[src/rtl/dbus_arbiter.sv]
// Two-master AHB-Lite data-bus arbiter: combinational address grant, data phase steered by the registered owner.
// No added latency; a denied owner's completion waits in a one-entry buffer and is returned on its next grant.
module dbus_arbiter (
  input  logic        s_clk_i,
  input  logic        s_reset_i,
  input  logic [31:0] s_m0_haddr_i,
  input  logic [31:0] s_m0_hwdata_i,
  input  logic [2:0]  s_m0_hsize_i,
  input  logic [1:0]  s_m0_htrans_i,
  input  logic        s_m0_hwrite_i,
  input  logic [5:0]  s_m0_hparity_i,
  input  logic [6:0]  s_m0_hwdcheck_i,
  input  logic        s_m0_hmastlock_i,
  output logic        s_m0_hready_o,
  output logic        s_m0_hresp_o,
  output logic [31:0] s_m0_hrdata_o,
  output logic [6:0]  s_m0_hrdcheck_o,
  input  logic [31:0] s_m1_haddr_i,
  input  logic [31:0] s_m1_hwdata_i,
  input  logic [2:0]  s_m1_hsize_i,
  input  logic [1:0]  s_m1_htrans_i,
  input  logic        s_m1_hwrite_i,
  input  logic [5:0]  s_m1_hparity_i,
  input  logic [6:0]  s_m1_hwdcheck_i,
  output logic        s_m1_hready_o,
  output logic        s_m1_hresp_o,
  output logic [31:0] s_m1_hrdata_o,
  output logic [6:0]  s_m1_hrdcheck_o,
  output logic [31:0] s_haddr_o,
  output logic [31:0] s_hwdata_o,
  output logic [2:0]  s_hsize_o,
  output logic [1:0]  s_htrans_o,
  output logic        s_hwrite_o,
  output logic [5:0]  s_hparity_o,
  output logic [6:0]  s_hwdcheck_o,
  input  logic        s_hready_i,
  input  logic        s_hresp_i,
  input  logic [31:0] s_hrdata_i,
  input  logic [6:0]  s_hrdcheck_i
);
  typedef struct packed {
    logic [31:0] rdata;
    logic [6:0]  rdcheck;
    logic        resp;
  } rsp_t;

  logic [1:0] req;
  logic       gnt_vld;
  logic       gnt_id;
  logic [1:0] gnt_oh;
  logic       grant_r_vld;
  logic       grant_r_id;
  logic       hold_r;
  logic       lock_r;
  logic       last_r;
  logic       dp_vld;
  logic       dp_id;
  logic [1:0] dp_oh;
  logic [1:0] pend;
  logic [1:0] cap;
  logic [1:0] hready_v;
  rsp_t       bus_rsp;
  rsp_t [1:0] rsp_buf;
  rsp_t [1:0] view;

  assign req     = {s_m1_htrans_i[1], s_m0_htrans_i[1]};
  assign bus_rsp = {s_hrdata_i, s_hrdcheck_i, s_hresp_i};

  // Reset forces no grant so the bus goes IDLE at once rather than at the next edge.
  always_comb begin
    gnt_vld = 1'b0;
    gnt_id  = 1'b0;
    if (!s_reset_i) begin
      if (hold_r) begin
        gnt_vld = grant_r_vld;
        gnt_id  = grant_r_id;
      end else if (lock_r) begin
        gnt_vld = req[0];
      end else if (&req) begin
        gnt_vld = 1'b1;
        gnt_id  = ~last_r;
      end else if (|req) begin
        gnt_vld = 1'b1;
        gnt_id  = req[1];
      end
    end
  end

  assign gnt_oh = {gnt_vld & gnt_id, gnt_vld & ~gnt_id};
  assign dp_oh  = {dp_vld & dp_id, dp_vld & ~dp_id};

  always_comb begin
    s_haddr_o   = '0;
    s_hsize_o   = '0;
    s_htrans_o  = '0;
    s_hwrite_o  = 1'b0;
    s_hparity_o = '0;
    if (gnt_oh[0]) begin
      s_haddr_o   = s_m0_haddr_i;
      s_hsize_o   = s_m0_hsize_i;
      s_htrans_o  = s_m0_htrans_i;
      s_hwrite_o  = s_m0_hwrite_i;
      s_hparity_o = s_m0_hparity_i;
    end else if (gnt_oh[1]) begin
      s_haddr_o   = s_m1_haddr_i;
      s_hsize_o   = s_m1_hsize_i;
      s_htrans_o  = s_m1_htrans_i;
      s_hwrite_o  = s_m1_hwrite_i;
      s_hparity_o = s_m1_hparity_i;
    end
  end

  always_comb begin
    s_hwdata_o   = '0;
    s_hwdcheck_o = '0;
    if (dp_oh[0]) begin
      s_hwdata_o   = s_m0_hwdata_i;
      s_hwdcheck_o = s_m0_hwdcheck_i;
    end else if (dp_oh[1]) begin
      s_hwdata_o   = s_m1_hwdata_i;
      s_hwdcheck_o = s_m1_hwdcheck_i;
    end
  end

  // A completing owner that is still requesting but lost the grant must park its response.
  always_comb begin
    hready_v = '0;
    cap      = '0;
    view     = {bus_rsp, bus_rsp};
    for (int n = 0; n < 2; n++) begin
      if (pend[n]) begin
        hready_v[n] = s_hready_i & gnt_oh[n];
        view[n]     = rsp_buf[n];
      end else if (dp_oh[n]) begin
        hready_v[n] = s_hready_i & (gnt_oh[n] | ~req[n]);
        cap[n]      = s_hready_i & req[n] & ~gnt_oh[n];
      end else begin
        hready_v[n]  = ~req[n] | (gnt_oh[n] & s_hready_i);
        view[n].resp = 1'b0;
      end
    end
  end

  always_ff @(posedge s_clk_i or posedge s_reset_i) begin
    if (s_reset_i) begin
      grant_r_vld <= 1'b0;
      grant_r_id  <= 1'b0;
      hold_r      <= 1'b0;
      dp_vld      <= 1'b0;
      dp_id       <= 1'b0;
      lock_r      <= 1'b0;
      last_r      <= 1'b1;
      pend        <= '0;
      rsp_buf     <= '0;
    end else begin
      grant_r_vld <= gnt_vld;
      grant_r_id  <= gnt_id;
      hold_r      <= ~s_hready_i;
      if (s_hready_i) begin
        dp_vld <= gnt_vld;
        dp_id  <= gnt_id;
        if (gnt_vld) last_r <= gnt_id;
        if (gnt_oh[0]) lock_r <= s_m0_hmastlock_i;
        else           lock_r <= 1'b0;
      end
      for (int n = 0; n < 2; n++) begin
        if (cap[n]) begin
          rsp_buf[n] <= bus_rsp;
          pend[n]    <= 1'b1;
        end else if (pend[n] && hready_v[n]) begin
          pend[n] <= 1'b0;
        end
      end
    end
  end

  assign s_m0_hready_o   = hready_v[0];
  assign s_m0_hresp_o    = view[0].resp;
  assign s_m0_hrdata_o   = view[0].rdata;
  assign s_m0_hrdcheck_o = view[0].rdcheck;
  assign s_m1_hready_o   = hready_v[1];
  assign s_m1_hresp_o    = view[1].resp;
  assign s_m1_hrdata_o   = view[1].rdata;
  assign s_m1_hrdcheck_o = view[1].rdcheck;
endmodule

[config.mk]
export PLATFORM = sky130hd
export DESIGN_NAME = dbus_arbiter
export DESIGN_NICKNAME = d
export VERILOG_FILES = /design/src/rtl/dbus_arbiter.sv
export SDC_FILE = /design/constraint.sdc
export NUM_CORES = 1
export LEC_CHECK = 0
export ABC_AREA = 1
export BUFFER_PORTS_ARGS = -buffer_cell sky130_fd_sc_hd__buf_4
export CAP_MARGIN = 40
export CORE_AREA = 2 2 147 149
export CTS_CLUSTER_DIAMETER = 120
export DETAILED_ROUTE_END_ITERATION = 10
export DIE_AREA = 0 0 149 151
export GPL_ROUTABILITY_DRIVEN = 0
export SLEW_MARGIN = 20
export SYNTH_ARGS = -nofsm -noshare
export SYNTH_HDL_FRONTEND = slang
export SYNTH_SLANG_ARGS = --single-unit
[constraint.sdc]
create_clock -name s_clk_i -period 8.6 [get_ports s_clk_i]
set_clock_uncertainty 0.1 [all_clocks]
set_input_delay 0.86 -clock s_clk_i [delete_from_list [all_inputs] [get_ports s_clk_i]]
set_output_delay 0.86 -clock s_clk_i [all_outputs]
set_load 0.05 [all_outputs]
## After elaboration in Yosys (flattened, before gate mapping)

Index checks and enable logic that the tools add are counted.

- Add/subtract/negate cells: 0
- Multipliers: 0
- Div/mod/pow operators: 0
- Magnitude comparators: 0
- Eq/ne operators: 0
- Shifts and indexed selects: 0
- Multiplexer cells: 43
- Bitwise operators: 24
- Reductions and logical operators: 7

Operators with widths:

| operator | number |
|---|---|
| 32-bit 2-to-1 mux | 4 |
| 39-bit 2-to-1 mux | 2 |
| 1-bit 2-to-1 mux | 29 |
| 7-bit 2-to-1 mux | 2 |
| 1-bit bitwise AND | 12 |
| 6-bit 2-to-1 mux | 2 |
| 1-bit inverter | 8 |
| 3-bit 2-to-1 mux | 2 |
| 2-bit 2-to-1 mux | 2 |
| 1-bit bitwise OR | 4 |
| 2-bit AND reduction | 2 |
| 2-bit nonzero test | 2 |
| 1-bit logical AND | 2 |
| 2-bit OR reduction | 1 |

- Flip-flop bits (word level): 89
- Bits in latches: 0
- Bits in writable memories: 0
- Memory bits (read-only): 0
- Bits of input ports: 210
- Output and inout port bits: 165
- Logic and storage cells: 89
- Memories kept: 0

## Longest topological paths before layout

Gate-level depths: netlist (run 1).

- Depth in word-level cells: 15
- Depth in mapped cells: 9
- Depth with buffers taken out: 9

## Worst setup path after synthesis (run 1)

Ideal clock, no wire load.

- Path kind: input -> output
- Start point: input port s_reset_i
- End point: output port s_m1_hready_o
- Data arrival time: 4.158 ns
- Data required time: 7.640 ns
- Slack: 3.482 ns
- Cell stages on the path: 5
- Path buffers: 0
- Cells stage by stage: inv_1 -> nand3_1 -> o21ai_0 -> nand2_1 -> a21oi_1

- Cells in the longest elaborated chain, start to end: 6
- Elaborated cells between the ends (all ways): 9
- Classes of those cells: mux: 4; bitwise: 5

RTL lines:

| what | RTL line | text |
|---|---|---|
| from (decl) | 5 | `input logic s_reset_i,` |
| 1-bit 2-to-1 mux | 73 | `if (!s_reset_i) begin` |
| 1-bit bitwise AND * | 89 | `assign gnt_oh = {gnt_vld & gnt_id, gnt_vld & ~gnt_id};` |
| 1-bit bitwise AND or 1-bit bitwise OR (tied branches) | 132, 138, 135 |  |
| 1-bit bitwise OR or 1-bit bitwise AND (tied branches) | 138, 135 |  |
| 1-bit 2-to-1 mux | 134 | `end else if (dp_oh[n]) begin` |
| 1-bit 2-to-1 mux * | 131 | `if (pend[n]) begin` |
| to (decl) | 25 | `output logic s_m1_hready_o,` |

Every way passes the cells marked *; elsewhere a longest branch is shown, timed or not.

## Final worst setup path (run 1)

- Start point: input port s_m0_htrans_i[1]
- End point: output port s_m1_hready_o

- Cells in the longest elaborated chain, start to end: 11
- Elaborated cells between the ends (all ways): 19
- Classes of those cells: mux: 12; bitwise: 5; reduce/logical: 2

RTL lines:

| what | RTL line | text |
|---|---|---|
| from (decl) | 9 | `input logic [1:0] s_m0_htrans_i,` |
| 2-bit OR reduction | 82 | `end else if (\|req) begin` |
| 1-bit 2-to-1 mux | 82 |  |
| 1-bit 2-to-1 mux | 79 | `end else if (&req) begin` |
| 1-bit 2-to-1 mux | 77 | `end else if (lock_r) begin` |
| 1-bit 2-to-1 mux | 74 | `if (hold_r) begin` |
| 1-bit 2-to-1 mux | 73 |  |
| 1-bit bitwise AND * | 89 |  |
| 1-bit bitwise AND or 1-bit bitwise OR (tied branches) | 132, 138, 135 |  |
| 1-bit bitwise OR or 1-bit bitwise AND (tied branches) | 138, 135 |  |
| 1-bit 2-to-1 mux | 134 |  |
| 1-bit 2-to-1 mux * | 131 |  |

Marks and branches as above.

==> results of run 1 <==
[layer usage]
| layer | share of wire | GRT usage |
|---|---|---|
| met1 | 0.40 | 0.229 |
| met2 | 0.50 | 0.317 |
| met3 | 0.084 | 0.0590 |
| met4 | 0.020 | 0.0629 |
| met5 | 0 | 0 |
[cells in the mapped netlist (all sizes together)]
master  instances
nor3            1
inv            53
dfstp           1
dfrtp          88
clkinv          1
o21ai         165
nor2            7
o22ai           1
buf            26
a21oi           2
clkbuf         39
nand2         301
o31ai           1
nand3         132
o21a            1
[area by class of cell]
class	instances	area, µm²
inverter	54	204
clock inverter	7	126
tap	275	344
clock buffer	9	225
multi-input combinational	611	2720
antenna	1	2.50
timing repair buffer	386	2980
sequential	89	2230
fill	2246	12000
[power breakdown]
| part | leakage [nW] | internal, W | total (W) | switching (W) |
|---|---|---|---|---|
| sequential | 1.15 | 0.000514 | 0.000564 | 0.0000493 |
| combinational | 3.44 | 0.000323 | 0.00108 | 0.000755 |
| clock | 0.168 | 0.000287 | 0.000463 | 0.000176 |
[registers in the layout, summed over array words and instances, names as in the netlist]
name / flops
last_r: 1
lock_r: 1
hold_r: 1
dp_vld: 1
pend: 2
dp_id: 1
grant_r_id: 1
grant_r_vld: 1
rsp_buf: 80
[critical path, stage by stage]
cell     delay [ns]
buf_4          0.08
inv_1          0.07
nand2_1        0.06
nand2_1        0.09
a21oi_4        0.12
buf_4          0.63
nand2_1        0.22
nand2_1        0.12
nand2_1        0.05
a21oi_1        0.14
buf_4          0.22
[stage by stage]
stage	instances	instance area, µm²	hold slack [ns]
final	1432	8840	0.290
after global routing	1431	8830	0.277
after CTS	1430	8810	0.389
after detailed placement	1414	8460	0.373
after global placement	1410	8360	0.367
after floorplan	819	5420	0.353
[cells by family after synthesis]
logic type	share of synthesized area
AND/OR/NAND/NOR	0.338
AO/OA/AOI/OAI	0.161
buffers and inverters	0.0900
flip-flops	0.411
[worst paths after layout]
kind                                       start             to  slack, ns  cells after the start
max in group asynchronous              s_reset_i        pend[0]       6.98                      4
worst max-delay path            s_m0_htrans_i[1]  s_m1_hready_o       4.94                     11
worst min-delay path                   s_reset_i    grant_r_vld       0.29                      2
worst min register to register       rsp_buf[78]    rsp_buf[78]       0.39                      2
worst max register to register            hold_r    rsp_buf[60]       5.78                      8
min in group s_clk_i                 rsp_buf[78]    rsp_buf[78]       0.39                      2
==> flow_summary.json, run 1 <==
{
  "nets": 1361,
  "cts-buffers-inserted": 9,
  "finalWorstSetupSlack_ns": 4.94,
  "grt_pass1_wl_um": 33400,
  "drtIter0Drc": 259,
  "area_growth_pct": 63.0,
  "fmax_mhz": 273,
  "row_count": 53,
  "slew_viol_final": 0,
  "io_buffer_count": 374,
  "total_power_w": 0.00210,
  "rsz0062_at_grt": "no",
  "syn_nets": 1029,
  "gr-total-overflow": 0,
  "worstHoldPathType": "primary input to asynchronous set/reset pin",
  "grt_max_degree": 90,
  "syn_area_um2": 5420,
  "ant_nets": 0,
  "fin_util": 0.424,
  "grt_pass1_vias": 6245,
  "synth_seq_cells": 89,
  "critPathKind": "primary input to output pin",
  "power.density_nw_per_um2": 238,
  "ys_warn_count": 0,
  "hold_buffers": 0,
  "final_common_cell": "buf_4",
  "cp_data_required_time_ns": 7.64,
  "synth_top_cell_area_share": 0.406,
  "cts.sinks": 89,
  "vias": 6563,
  "wl_um": 21900,
  "die_h_um": 151,
  "p_leak_nw": 4.76,
  "hpwl_um": 16500,
  "maxSlewHeadroom": 0.469,
  "ctsLongestPathBuffers": 2,
  "cts_tree": "yes",
  "status": "completed",
  "die_area_um2": 22500,
  "max_cap_viol_count": 0,
  "worst_pin_slew_ns": 0.797,
  "antenna_found_initial": 0,
  "track_usage": 0.188,
  "synthDistinctLibCells": 23,
  "post_cts_resize_count": 0,
  "htreeDepth": 3,
  "clkSlewWorstSetupHoldPaths_ns": 0.07,
  "core_um2": 20800,
  "start_kind": "primary input",
  "clock_latency_ns": 0.35,
  "setup_tns_ns": 0,
  "period_share": 0.425,
  "die_w_um": 149,
  "root_buffer": "clkbuf_16",
  "start_util": 0.260,
  "setup_violations": 0,
  "dr.pass1.iters": 5,
  "final_cell_mix": "buf_4, nand2_1, o21ai_0, nand3_1, dfrtp_1",
  "seq_area_frac_synth": 0.411,
  "drive_gt1_frac": 0.357,
  "hold_viol": 0,
  "synth_largest_area_cell": "dfrtp_1",
  "period_minus_slack_ns": 3.66,
  "drcViolationCount": 0,
  "syn_inst": 819,
  "vdd_drop_max_mv": 0.106,
  "worstSetupEndpointType": "output pin",
  "viasPerCell": 4.58,
  "avgSynthCellArea_um2": 6.62,
  "cp_max_fo": 89,
  "synthTopCellsByArea": "dfrtp_1, nand2_1, o21ai_0",
  "arrival_ns": 2.70,
  "post_cts_buffers": 0,
  "io_pins": 375,
  "wl_per_cell_um": 15.3,
  "place_ws_ns": 4.96
}
Power figures use the tool's default switching activity.
==> inputs of run 2 (changes only) <==
==> constraint.sdc (replaced) <==
create_clock -name s_clk_i -period 3.45 [get_ports s_clk_i]
set_clock_uncertainty 0.1 [all_clocks]
set_input_delay 0.345 -clock s_clk_i [delete_from_list [all_inputs] [get_ports s_clk_i]]
set_output_delay 0.345 -clock s_clk_i [all_outputs]
set_load 0.05 [all_outputs]
==> run 2 against run 1 <==
  * Final cell count about the same
  * Core utilization decreased by 0.50 points
  * Clock-buffer cell count unchanged
  * First-iteration DRC count increased by 16%
  * Power increased by 140%
  * Combinational power increased by 140%
  * Via count decreased by 0.72%
  * Cell area decreased by 1.2%
  * Critical path type is now flop to output pin
  * Highest routed layer unchanged
==> flow_summary.json, run 2 (synthesis results as in run 1) <==
{
  "total_power_w": 0.00510,
  "cts-buffers-inserted": 9,
  "io_buffer_count": 374,
  "cp_data_required_time_ns": 3.00,
  "ctsLongestPathBuffers": 2,
  "area_growth_pct": 61.0,
  "hold_buffers": 0,
  "wl_per_cell_um": 15.2,
  "max_cap_viol_count": 0,
  "setup_tns_ns": 0,
  "wl_um": 21800,
  "worstHoldPathType": "primary input to flop",
  "drtIter0Drc": 300,
  "final_cell_mix": "buf_4, nand2_1, o21ai_0, nand3_1, dfrtp_1",
  "slowest_delay_ns": 0.69,
  "fmax_mhz": 379,
  "hold_depth": 2,
  "power.density_nw_per_um2": 584,
  "drive_gt1_frac": 0.358,
  "timing.reg2reg.setup_slack_ns": 0.88,
  "grtUsageMet2": 0.311,
  "r2r.worst_path.cells": 9,
  "htreeDepth": 3,
  "largest_reg_flops": 80,
  "gr-total-overflow": 0,
  "slew_viol_final": 0,
  "critPathKind": "flop to output pin",
  "cp_max_fo": 51,
  "post_cts_buffers": 0,
  "worstSetupEndpointType": "output pin",
  "final_common_cell": "buf_4",
  "io_pins": 375,
  "ant_nets": 0,
  "path_cells": "buf_4, inv_1, o21ai_0, nand2_1, a21oi_1, buf_4",
  "rsz0062_at_grt": "no",
  "place_area_um2": 8420,
  "track_usage": 0.183,
  "period_minus_slack_ns": 2.64,
  "grt_pass1_vias": 6026,
  "viasPerCell": 4.55,
  "largestRegisters": "rsp_buf: 80 flops, pend: 2 flops",
  "root_buffer": "clkbuf_16",
  "grtUsageMet1": 0.229,
  "fin_util": 0.419,
  "start_util": 0.260,
  "critPathMostFrequentCell": "buf_4",
  "die_h_um": 151,
  "post_cts_resize_count": 0,
  "hold_path_end": "dp_id",
  "die_area_um2": 22500,
  "grt_pass1_wl_um": 32400,
  "hold_viol": 0,
  "setup_violations": 0,
  "fill_cells": 2244,
  "grt_max_degree": 89,
  "grtUsageMet3": 0.0497,
  "core_um2": 20800,
  "period_share": 0.766,
  "die_w_um": 149,
  "start_kind": "flop",
  "hp-start": "s_hready_i",
  "row_count": 53,
  "crit_family": "buffers and inverters",
  "clock_latency_ns": 0.34,
  "timing.rr.end": "rsp_buf[27]",
  "hpwl_um": 16400,
  "antenna_found_initial": 1,
  "worst_pin_slew_ns": 0.739,
  "reg2reg_from": "last_r",
  "arrival_ns": 2.20,
  "vdd_drop_max_mv": 0.211,
  "finish.instance_area_um2": 8730,
  "cts.sinks": 89,
  "p_leak_nw": 4.72,
  "crit_slowest_cell": "dfrtp_2",
  "maxSlewHeadroom": 0.507,
  "drcViolationCount": 0,
  "status": "completed",
  "grt-busiest-layer": "met2",
  "cts_tree": "yes",
  "clkSlewWorstSetupHoldPaths_ns": 0.07,
  "dr.pass1.iters": 4,
  "nets": 1362,
  "regMostFlops": "rsp_buf",
  "cp_num_buf_inv": 3,
  "vias": 6516
}
[run 2: changes by cell type in the layout (fill, tap and decap cells not counted), sizes merged]
cell	delta
buf	+1
bufinv	-2
clkinv	-1
inv	+3
[run 2: worst max-delay path by stage]
stage,from,end,slack [ns],cells after the start
5_1_grt,pend[1],s_m1_hready_o,0.56,6
4_1_cts,pend[1],s_m1_hready_o,0.75,6
2_1_floorplan,s_reset_i,s_m1_hready_o,0.43,5
6_report,pend[1],s_m1_hready_o,0.81,6
3_3_place_gp,last_r,rsp_buf[21],0.93,9
3_5_place_dp,last_r,rsp_buf[5],0.84,9
[run 2: power by group]
group	switching [W]	total, W	internal, W
logic	0.00185	0.00264	0.000792
clock network	0.000445	0.00102	0.000579
registers	0.000156	0.00144	0.00128
total	0.00245	0.00510	0.00265
[run 2: through the flow]
stage,worst slack (ns),instances,hold WS [ns]
after floorplan,0.425,819,0.323
after global placement,0.927,1416,0.367
after detailed placement,0.835,1416,0.373
after CTS,0.749,1432,0.106
after global routing,0.558,1433,0.115
final,0.808,1433,0.112
[run 2: final cells by class]
cell class | count | area (µm²) | share of cell area
clock inverter | 7 | 83.8 | 0.00960
antenna | 1 | 2.50 | 0.000287
clock buffer | 9 | 225 | 0.0258
multi-input combinational | 611 | 2720 | 0.312
timing repair buffer | 387 | 2920 | 0.334
sequential | 89 | 2230 | 0.255
inverter | 54 | 206 | 0.0236
tap | 275 | 344 | 0.0394
[run 2: worst register-to-register path, delay by kind of cell (launching register included)]
| kind | cells | cell delay [ns] |
|---|---|---|
| compound gates | 1 | 0.23 |
| buf+inv | 3 | 1.11 |
| flops | 1 | 0.53 |
| simple gates | 5 | 0.45 |
[run 2: metal layers]
metal | up-vias | share of wire
met2 | 238 | 0.49
li1 | 3331 | -
met3 | 28 | 0.077
met1 | 2919 | 0.41
met5 | - | 0
met4 | 0 | 0.023
